$ cat config.mk
export PLATFORM = sky130hd
export DESIGN_NAME = wb_stage_flat
export DESIGN_NICKNAME = d
export VERILOG_FILES = /design/src/rtl/riscv_cpu_pkg.sv /design/src/rtl/wb_stage_if.sv /design/src/rtl/wb_stage_register_file.sv /design/src/rtl/wb_stage.sv /design/src/flat_wrapper.sv
export SDC_FILE = /design/constraint.sdc
export NUM_CORES = 2
export LEC_CHECK = 0
export BUFFER_PORTS_ARGS = -buffer_cell sky130_fd_sc_hd__buf_4
export CAP_MARGIN = 0
export CELL_PAD_IN_SITES_DETAIL_PLACEMENT = 1
export CELL_PAD_IN_SITES_GLOBAL_PLACEMENT = 1
export CORE_MARGIN = 2
export CORE_UTILIZATION = 39
export CTS_CLUSTER_SIZE = 25
export DETAILED_ROUTE_END_ITERATION = 10
export PLACE_DENSITY_LB_ADDON = 0.1
export RECOVER_POWER = 50
export SYNTH_ARGS = -nofsm -noshare
export SYNTH_HDL_FRONTEND = slang
export SYNTH_SLANG_ARGS = --single-unit
$ cat constraint.sdc
create_clock -name clk_i -period 4 [get_ports clk_i]
set_clock_uncertainty 0.1 [all_clocks]
set_input_delay 0.6 -clock clk_i [delete_from_list [all_inputs] [get_ports clk_i]]
set_output_delay 0.6 -clock clk_i [all_outputs]
set_load 0.01 [all_outputs]
$ cat src/rtl/riscv_cpu_pkg.sv
// Shared CPU definitions: datapath width, major opcodes, writeback source and load encodings.
package riscv_cpu_pkg;

  localparam int unsigned DATA_WIDTH = 32;
  localparam int unsigned REG_ADDR_W = 5;
  localparam int unsigned INSTR_W    = 32;
  localparam int unsigned INSTRET_W  = 64;

  localparam logic [6:0] OPCODE_LOAD   = 7'b0000011;
  localparam logic [6:0] OPCODE_OP     = 7'b0110011;
  localparam logic [6:0] OPCODE_OP_IMM = 7'b0010011;
  localparam logic [6:0] OPCODE_LUI    = 7'b0110111;
  localparam logic [6:0] OPCODE_AUIPC  = 7'b0010111;
  localparam logic [6:0] OPCODE_JAL    = 7'b1101111;
  localparam logic [6:0] OPCODE_JALR   = 7'b1100111;
  localparam logic [6:0] OPCODE_SYSTEM = 7'b1110011;
  localparam logic [6:0] OPCODE_STORE  = 7'b0100011;
  localparam logic [6:0] OPCODE_BRANCH = 7'b1100011;

  typedef enum logic [1:0] {
    WB_NONE = 2'd0,
    WB_ALU  = 2'd1,
    WB_LOAD = 2'd2,
    WB_PC4  = 2'd3
  } wb_sel_e;

  typedef enum logic [2:0] {
    LOAD_LB  = 3'b000,
    LOAD_LH  = 3'b001,
    LOAD_LW  = 3'b010,
    LOAD_LBU = 3'b100,
    LOAD_LHU = 3'b101
  } load_type_e;

endpackage

$ cat src/rtl/wb_stage_if.sv
// MEM->WB payload, decode read ports and forwarding/retire outputs of the writeback stage.
// instret_o exists only when WB_INSTRET_EN is defined.
interface wb_stage_if;
  import riscv_cpu_pkg::*;

  logic                   valid_i;
  logic [INSTR_W-1:0]     instr_rdata_i;
  logic [31:0]            pc_wb_i;
  logic [DATA_WIDTH-1:0]  alu_result_i;
  logic [DATA_WIDTH-1:0]  mem_data_i;
  logic [REG_ADDR_W-1:0]  raddr_a_i;
  logic [REG_ADDR_W-1:0]  raddr_b_i;
  logic [DATA_WIDTH-1:0]  rdata_a_o;
  logic [DATA_WIDTH-1:0]  rdata_b_o;
  logic                   rf_we_o;
  logic [REG_ADDR_W-1:0]  rf_waddr_o;
  logic [DATA_WIDTH-1:0]  rf_wdata_o;
  logic                   retired_o;
`ifdef WB_INSTRET_EN
  logic [INSTRET_W-1:0]   instret_o;
`endif

  modport master (
    output valid_i, instr_rdata_i, pc_wb_i, alu_result_i, mem_data_i, raddr_a_i, raddr_b_i,
    input  rdata_a_o, rdata_b_o, rf_we_o, rf_waddr_o, rf_wdata_o, retired_o
`ifdef WB_INSTRET_EN
    , input instret_o
`endif
  );

  modport slave (
    input  valid_i, instr_rdata_i, pc_wb_i, alu_result_i, mem_data_i, raddr_a_i, raddr_b_i,
    output rdata_a_o, rdata_b_o, rf_we_o, rf_waddr_o, rf_wdata_o, retired_o
`ifdef WB_INSTRET_EN
    , output instret_o
`endif
  );

endinterface

$ cat src/rtl/wb_stage_register_file.sv
// Integer register file: x1..x(NUM_REGS-1) flops, x0 reads zero, two combinational
// read ports with write-through bypass so a WB write is visible to decode the same cycle.
module register_file_2r1w #(
  parameter int unsigned NUM_REGS   = 32,
  parameter int unsigned DATA_WIDTH = 32
) (
  input  logic                  clk_i,
  input  logic                  rst_ni,
  input  logic                  we,
  input  logic [4:0]            waddr,
  input  logic [DATA_WIDTH-1:0] wdata,
  input  logic [4:0]            raddr_a,
  input  logic [4:0]            raddr_b,
  output logic [DATA_WIDTH-1:0] rdata_a,
  output logic [DATA_WIDTH-1:0] rdata_b
);

  logic [DATA_WIDTH-1:0] regs [NUM_REGS-1:1];

  always_ff @(posedge clk_i or negedge rst_ni) begin
    if (!rst_ni) begin
      for (int i = 1; i < NUM_REGS; i++) regs[i] <= '0;
    end else if (we && (waddr != 5'd0)) begin
      regs[waddr] <= wdata;
    end
  end

  // Read A: x0 first, then bypass, then array
  always_comb begin
    rdata_a = '0;
    if (raddr_a == 5'd0)                rdata_a = '0;
    else if (we && (raddr_a == waddr))  rdata_a = wdata;
    else                                rdata_a = regs[raddr_a];
  end

  always_comb begin
    rdata_b = '0;
    if (raddr_b == 5'd0)                rdata_b = '0;
    else if (we && (raddr_b == waddr))  rdata_b = wdata;
    else                                rdata_b = regs[raddr_b];
  end

endmodule

$ cat src/rtl/wb_stage.sv
// Writeback stage: decodes rd and result source, aligns load data, writes the register file
// and reports retirement. Define WB_INSTRET_EN to add the 64-bit retired-instruction counter.
module wb_stage
  import riscv_cpu_pkg::*;
#(
  parameter int unsigned NUM_REGS = 32
) (
  input logic       clk_i,
  input logic       rst_ni,
  wb_stage_if.slave wb
);

  logic [6:0]            opcode;
  logic [4:0]            rd;
  logic [2:0]            funct3;
  logic [1:0]            off;
  wb_sel_e               sel;
  logic [7:0]            byte_lane;
  logic [15:0]           half_lane;
  logic [DATA_WIDTH-1:0] load_data;
  logic                  legal_load;
  logic                  load_ok;
  logic [DATA_WIDTH-1:0] wdata;
  logic                  we;
  logic                  retired;
  logic                  unused_instr_bits;

  assign opcode = wb.instr_rdata_i[6:0];
  assign rd     = wb.instr_rdata_i[11:7];
  assign funct3 = wb.instr_rdata_i[14:12];
  assign off    = wb.alu_result_i[1:0];
  assign unused_instr_bits = ^wb.instr_rdata_i[INSTR_W-1:15];

  always_comb begin
    sel = WB_NONE;
    case (opcode)
      OPCODE_LOAD:                                  sel = WB_LOAD;
      OPCODE_OP, OPCODE_OP_IMM, OPCODE_LUI,
      OPCODE_AUIPC, OPCODE_SYSTEM:                  sel = WB_ALU;
      OPCODE_JAL, OPCODE_JALR:                      sel = WB_PC4;
      default:                                      sel = WB_NONE;
    endcase
  end

  // Misaligned halves use off[1] only; LW ignores the offset entirely
  always_comb begin
    byte_lane = wb.mem_data_i[7:0];
    case (off)
      2'd0:    byte_lane = wb.mem_data_i[7:0];
      2'd1:    byte_lane = wb.mem_data_i[15:8];
      2'd2:    byte_lane = wb.mem_data_i[23:16];
      default: byte_lane = wb.mem_data_i[31:24];
    endcase
    half_lane = off[1] ? wb.mem_data_i[31:16] : wb.mem_data_i[15:0];
  end

  always_comb begin
    load_data  = '0;
    legal_load = 1'b1;
    case (load_type_e'(funct3))
      LOAD_LB:  load_data = {{(DATA_WIDTH-8){byte_lane[7]}}, byte_lane};
      LOAD_LBU: load_data = {{(DATA_WIDTH-8){1'b0}}, byte_lane};
      LOAD_LH:  load_data = {{(DATA_WIDTH-16){half_lane[15]}}, half_lane};
      LOAD_LHU: load_data = {{(DATA_WIDTH-16){1'b0}}, half_lane};
      LOAD_LW:  load_data = wb.mem_data_i;
      default:  legal_load = 1'b0;
    endcase
  end

  always_comb begin
    wdata = wb.alu_result_i;
    case (sel)
      WB_LOAD: wdata = load_data;
      WB_PC4:  wdata = DATA_WIDTH'(wb.pc_wb_i + 32'd4);
      default: wdata = wb.alu_result_i;
    endcase
  end

  assign load_ok = (sel != WB_LOAD) || legal_load;
  assign we      = rst_ni && wb.valid_i && (sel != WB_NONE) && (rd != 5'd0) && load_ok;
  assign retired = rst_ni && wb.valid_i;

  assign wb.rf_we_o    = we;
  assign wb.rf_waddr_o = rd;
  assign wb.rf_wdata_o = wdata;
  assign wb.retired_o  = retired;

  register_file_2r1w #(
    .NUM_REGS   (NUM_REGS),
    .DATA_WIDTH (DATA_WIDTH)
  ) u_rf (
    .clk_i   (clk_i),
    .rst_ni  (rst_ni),
    .we      (we),
    .waddr   (rd),
    .wdata   (wdata),
    .raddr_a (wb.raddr_a_i),
    .raddr_b (wb.raddr_b_i),
    .rdata_a (wb.rdata_a_o),
    .rdata_b (wb.rdata_b_o)
  );

`ifdef WB_INSTRET_EN
  logic [INSTRET_W-1:0] instret_q;

  always_ff @(posedge clk_i or negedge rst_ni) begin
    if (!rst_ni)      instret_q <= '0;
    else if (retired) instret_q <= instret_q + INSTRET_W'(1);
  end

  assign wb.instret_o = instret_q;
`endif

endmodule
$ cat src/flat_wrapper.sv
// flat-port wrapper written by rule: the top's interface ports become plain ports
module wb_stage_flat import riscv_cpu_pkg::*;
#(
  parameter int unsigned NUM_REGS = 32
)
  (clk_i, rst_ni, wb_valid_i, wb_instr_rdata_i, wb_pc_wb_i, wb_alu_result_i, wb_mem_data_i, wb_raddr_a_i, wb_raddr_b_i, wb_rdata_a_o, wb_rdata_b_o, wb_rf_we_o, wb_rf_waddr_o, wb_rf_wdata_o, wb_retired_o);
  wb_stage_if wb_i ();
  input logic clk_i;
  input logic rst_ni;
  input wire logic [$bits(wb_i.valid_i)-1:0] wb_valid_i;
  input wire logic [$bits(wb_i.instr_rdata_i)-1:0] wb_instr_rdata_i;
  input wire logic [$bits(wb_i.pc_wb_i)-1:0] wb_pc_wb_i;
  input wire logic [$bits(wb_i.alu_result_i)-1:0] wb_alu_result_i;
  input wire logic [$bits(wb_i.mem_data_i)-1:0] wb_mem_data_i;
  input wire logic [$bits(wb_i.raddr_a_i)-1:0] wb_raddr_a_i;
  input wire logic [$bits(wb_i.raddr_b_i)-1:0] wb_raddr_b_i;
  output wire logic [$bits(wb_i.rdata_a_o)-1:0] wb_rdata_a_o;
  output wire logic [$bits(wb_i.rdata_b_o)-1:0] wb_rdata_b_o;
  output wire logic [$bits(wb_i.rf_we_o)-1:0] wb_rf_we_o;
  output wire logic [$bits(wb_i.rf_waddr_o)-1:0] wb_rf_waddr_o;
  output wire logic [$bits(wb_i.rf_wdata_o)-1:0] wb_rf_wdata_o;
  output wire logic [$bits(wb_i.retired_o)-1:0] wb_retired_o;
  assign wb_i.valid_i = wb_valid_i;
  assign wb_i.instr_rdata_i = wb_instr_rdata_i;
  assign wb_i.pc_wb_i = wb_pc_wb_i;
  assign wb_i.alu_result_i = wb_alu_result_i;
  assign wb_i.mem_data_i = wb_mem_data_i;
  assign wb_i.raddr_a_i = wb_raddr_a_i;
  assign wb_i.raddr_b_i = wb_raddr_b_i;
  assign wb_rdata_a_o = wb_i.rdata_a_o;
  assign wb_rdata_b_o = wb_i.rdata_b_o;
  assign wb_rf_we_o = wb_i.rf_we_o;
  assign wb_rf_waddr_o = wb_i.rf_waddr_o;
  assign wb_rf_wdata_o = wb_i.rf_wdata_o;
  assign wb_retired_o = wb_i.retired_o;
  wb_stage #(.NUM_REGS(NUM_REGS)) u_core (.clk_i(clk_i), .rst_ni(rst_ni), .wb(wb_i));
endmodule
==> impl_metrics.json <==
{
  "vias": 43700,
  "r2r_setup_slack_ns": 3.05,
  "final_cell_area_mm2": 0.0630,
  "ys_types": 76,
  "wl_um": 218000,
  "synth_fa_ha_area_frac": 0.000231,
  "cts_tree": "done",
  "hpwl_um": 138000,
  "worstReg2RegStart": "u_core.u_rf.regs[409]",
  "max_slew_margin": -0.514,
  "ys_seq_area_frac": 0.458,
  "cts.sinks": 992,
  "switching_power_mw": 6.42,
  "port_buffers": 226,
  "core_mm2": 0.138,
  "yosys.area_share.simple": 0.103,
  "max_freq_mhz": 257,
  "synth_mux_area_frac": 0.228,
  "post-cts-setup-buffer-count": 0,
  "avgViaCountPerCell": 6.15,
  "crit_required_ns": 3.30,
  "yosys-top-cells-area": "dfrtp_1 (46%), mux4_2 (18%), o21ai_0 (8.0%), nand2_1 (7.1%), mux2i_1 (3.3%)",
  "crit_type": "in -> out",
  "fin_nets": 5348,
  "dr.pass1.iters": 7,
  "ir_worst_vdd_uv": 340,
  "synth_warnings": 0,
  "violations": "max-capacitance violations, max-slew violations",
  "syn_area_mm2": 0.0542,
  "die_h_um": 377,
  "yosys.area_share.xor_xnor": 0.00550,
  "htree_levels": 3,
  "grt_pass1_wl_um": 321000,
  "worstReg2RegEnd": "u_core.u_rf.regs[409]",
  "largest_reg_flops": 992,
  "clock_latency_ns": 0.76,
  "rsz0062_at_grt": "no",
  "slew_violations": 1173,
  "cp.arrival_ns": 3.19,
  "hold_viol": 0,
  "die_x_um": 377,
  "overflow": 0,
  "synth_cells": 5103,
  "ys_ff_latch": 992,
  "ctsRootBufferMaster": "clkbuf_16",
  "cap_viol_max_count": 17,
  "synth_top_family_by_area": "multiplexers",
  "worstPathMaxFanout": 30,
  "syn2layout_area_growth_pct": 16.3,
  "synth_edf_count": 0,
  "wl_per_cell_um": 30.8,
  "drcViolationCount": 0,
  "cp-end-kind": "output port",
  "p_per_area_mw_per_mm2": 381,
  "hold_path_depth": 4,
  "p_comb_frac": 0.108,
  "io_pins": 244,
  "die_area_mm2": 0.142,
  "finish.utilization": 0.458,
  "p_sw_frac": 0.268,
  "path_clk_slew_ns": 0.06,
  "top_register": "u_core.u_rf.regs",
  "fillers": 14700,
  "leakage_nw": 27.2,
  "p_seq_frac": 0.432,
  "status": "complete, but fails checks",
  "p_clk_frac": 0.459,
  "period_share": 0.974,
  "cts_max_path_buffers": 3,
  "ff_latch_area_mm2": 0.0248,
  "drt_iter0_markers": 3321,
  "crit_path_start_kind": "input port",
  "multi_input_area_mm2": 0.0269,
  "synth-main-ff-cell": "dfrtp_1",
  "grt_max_degree": 168,
  "netlist.area_leader.share": 0.458,
  "whs_endpoint": "u_core.u_rf.regs[284]",
  "numCtsBuffers": 116,
  "hp-start": "wb_alu_result_i[28]",
  "antenna_found_initial": 4,
  "grt_pass1_vias": 45500,
  "worst_pin_slew_ns": 2.27,
  "synth_area_leader_cell": "dfrtp_1",
  "drive_above_1_share": 0.247,
  "fin_crit_ns": 3.89,
  "synth_compound_gate_area_share": 0.156,
  "rows": 136,
  "synth_nets": 5245,
  "synth_area_per_cell_um2": 10.6,
  "setup_viol": 0,
  "p_int_mw": 17.6,
  "synthArstFlopShare": 1.00,
  "top_regs": "u_core.u_rf.regs (992)",
  "holdCritPathClass": "in -> reg",
  "initial_core_util": 0.394,
  "worstRegToRegCells": 2,
  "gp_congestion": 0.859,
  "postPlaceCellArea_mm2": 0.0595,
  "grt_usage": 0.309,
  "final_antenna_net_count": 0
}
## power by group through the flow
stage	clock [mW]	sequential, mW	combinational (mW)
2_1_floorplan	0	10.5	1.29
3_3_place_gp	0	10.5	2.59
3_5_place_dp	0	10.5	2.62
4_1_cts	11.2	10.4	2.63
5_1_grt	11.5	10.4	2.77
6_report	11.0	10.4	2.60
## cell type report
cell class / count / area share
Antenna cell: 3 / 0.000119
Clock buffer: 172 / 0.0552
Clock inverter: 42 / 0.00709
Inverter: 62 / 0.00371
Multi-Input combinational cell: 3500 / 0.428
Sequential cell: 992 / 0.394
Tap cell: 1794 / 0.0356
Timing Repair Buffer: 534 / 0.0766
## layout by cell type, fill, tap and decap left out, drive strengths merged, types with 50 or more instances in the layout
| master | n |
|---|---|
| nand2 | 1028 |
| dfrtp | 992 |
| o21ai | 967 |
| buf | 498 |
| mux4 | 434 |
| clkbuf | 206 |
| mux2i | 179 |
| a21oi | 162 |
| nor2 | 100 |
| a22oi | 94 |
| mux2 | 72 |
| inv | 63 |
| a211oi | 50 |
## metrics by stage
stage / hold slack (ns) / std cells / worst slack, ns / TNS (ns) / power [mW]
floorplan: 0.204 / 5103 / 0.748 / 0 / 11.8
global placement: 0.313 / 6880 / -0.0700 / -0.0700 / 13.1
detailed placement: 0.316 / 6880 / -0.0954 / -0.0954 / 13.2
CTS: 0.191 / 7096 / 0.0778 / 0 / 24.2
global route: 0.274 / 7096 / 0.0414 / 0 / 24.7
finish: 0.271 / 7099 / 0.106 / 0 / 24.0
## timing repair
action                                  CTS  global route
endpoints found under the hold margin    11             0
hold buffers                              2             0
endpoints found under the setup margin    1             2
resized for setup                         1             2
gates cloned                              0             0
## worst max path at each step
stage,endpoint,startpoint,cells past startpoint
4_1_cts,wb_rdata_b_o[31],wb_raddr_b_i[0],9
3_5_place_dp,wb_rdata_b_o[29],wb_raddr_b_i[0],8
3_3_place_gp,wb_rdata_b_o[29],wb_raddr_b_i[0],8
6_report,wb_rdata_a_o[8],wb_raddr_a_i[0],9
2_1_floorplan,wb_rdata_b_o[10],wb_raddr_b_i[0],10
5_1_grt,wb_rdata_b_o[8],wb_instr_rdata_i[11],11
## metal layers
| metal | vias up | part of all wire | global-route usage |
|---|---|---|---|
| met2 | 1309 | 0.47 | 0.495 |
| met1 | 23200 | 0.44 | 0.434 |
| met3 | 324 | 0.057 | 0.0469 |
| met5 | - | 0 | 0 |
| li1 | 18800 | - | - |
| met4 | 0 | 0.032 | 0.0943 |
## synth_stat cells (13+ instances only)
master / n
o21ai_0: 865
a221oi_1: 30
nor2b_1: 33
o311a_1: 16
inv_1: 61
dfrtp_1: 992
mux2i_1: 179
clkbuf_1: 316
mux2_2: 72
o21ai_2: 32
a22oi_1: 94
a2111oi_0: 23
a21oi_1: 160
o21ai_1: 70
a211oi_1: 49
o22ai_1: 30
xnor2_1: 13
a211o_1: 13
nor3_1: 28
buf_1: 17
mux4_2: 434
nor4_1: 14
nand3_1: 14
a31oi_1: 15
o221ai_1: 15
or4_1: 14
nor2_1: 100
xor2_1: 21
nand2_1: 1027
nand4_1: 20
buf_2: 190
buf_4: 13
## worst max-delay path, cell delays in order
cell and delay (ns):
buf_8 0.38, buf_12 0.31, buf_12 0.19, mux4_2 0.49, mux2i_1 0.21, nand2_1 0.08, a31oi_1 0.36, mux2i_1 0.26
buf_4 0.24
## cells by family (layout without fill, tap and decap cells)
kind of cell,count (synthesis),count (layout)
xor gates and xnor gates,34,34
other,0,3
muxes,685,685
adders and majority gates,1,1
AOI/OAI and AO/OA,1460,1460
DFF,992,992
and+or+nand+nor,1320,1320
buffers and inverters,611,810
Power figures use the tool's default switching activity.
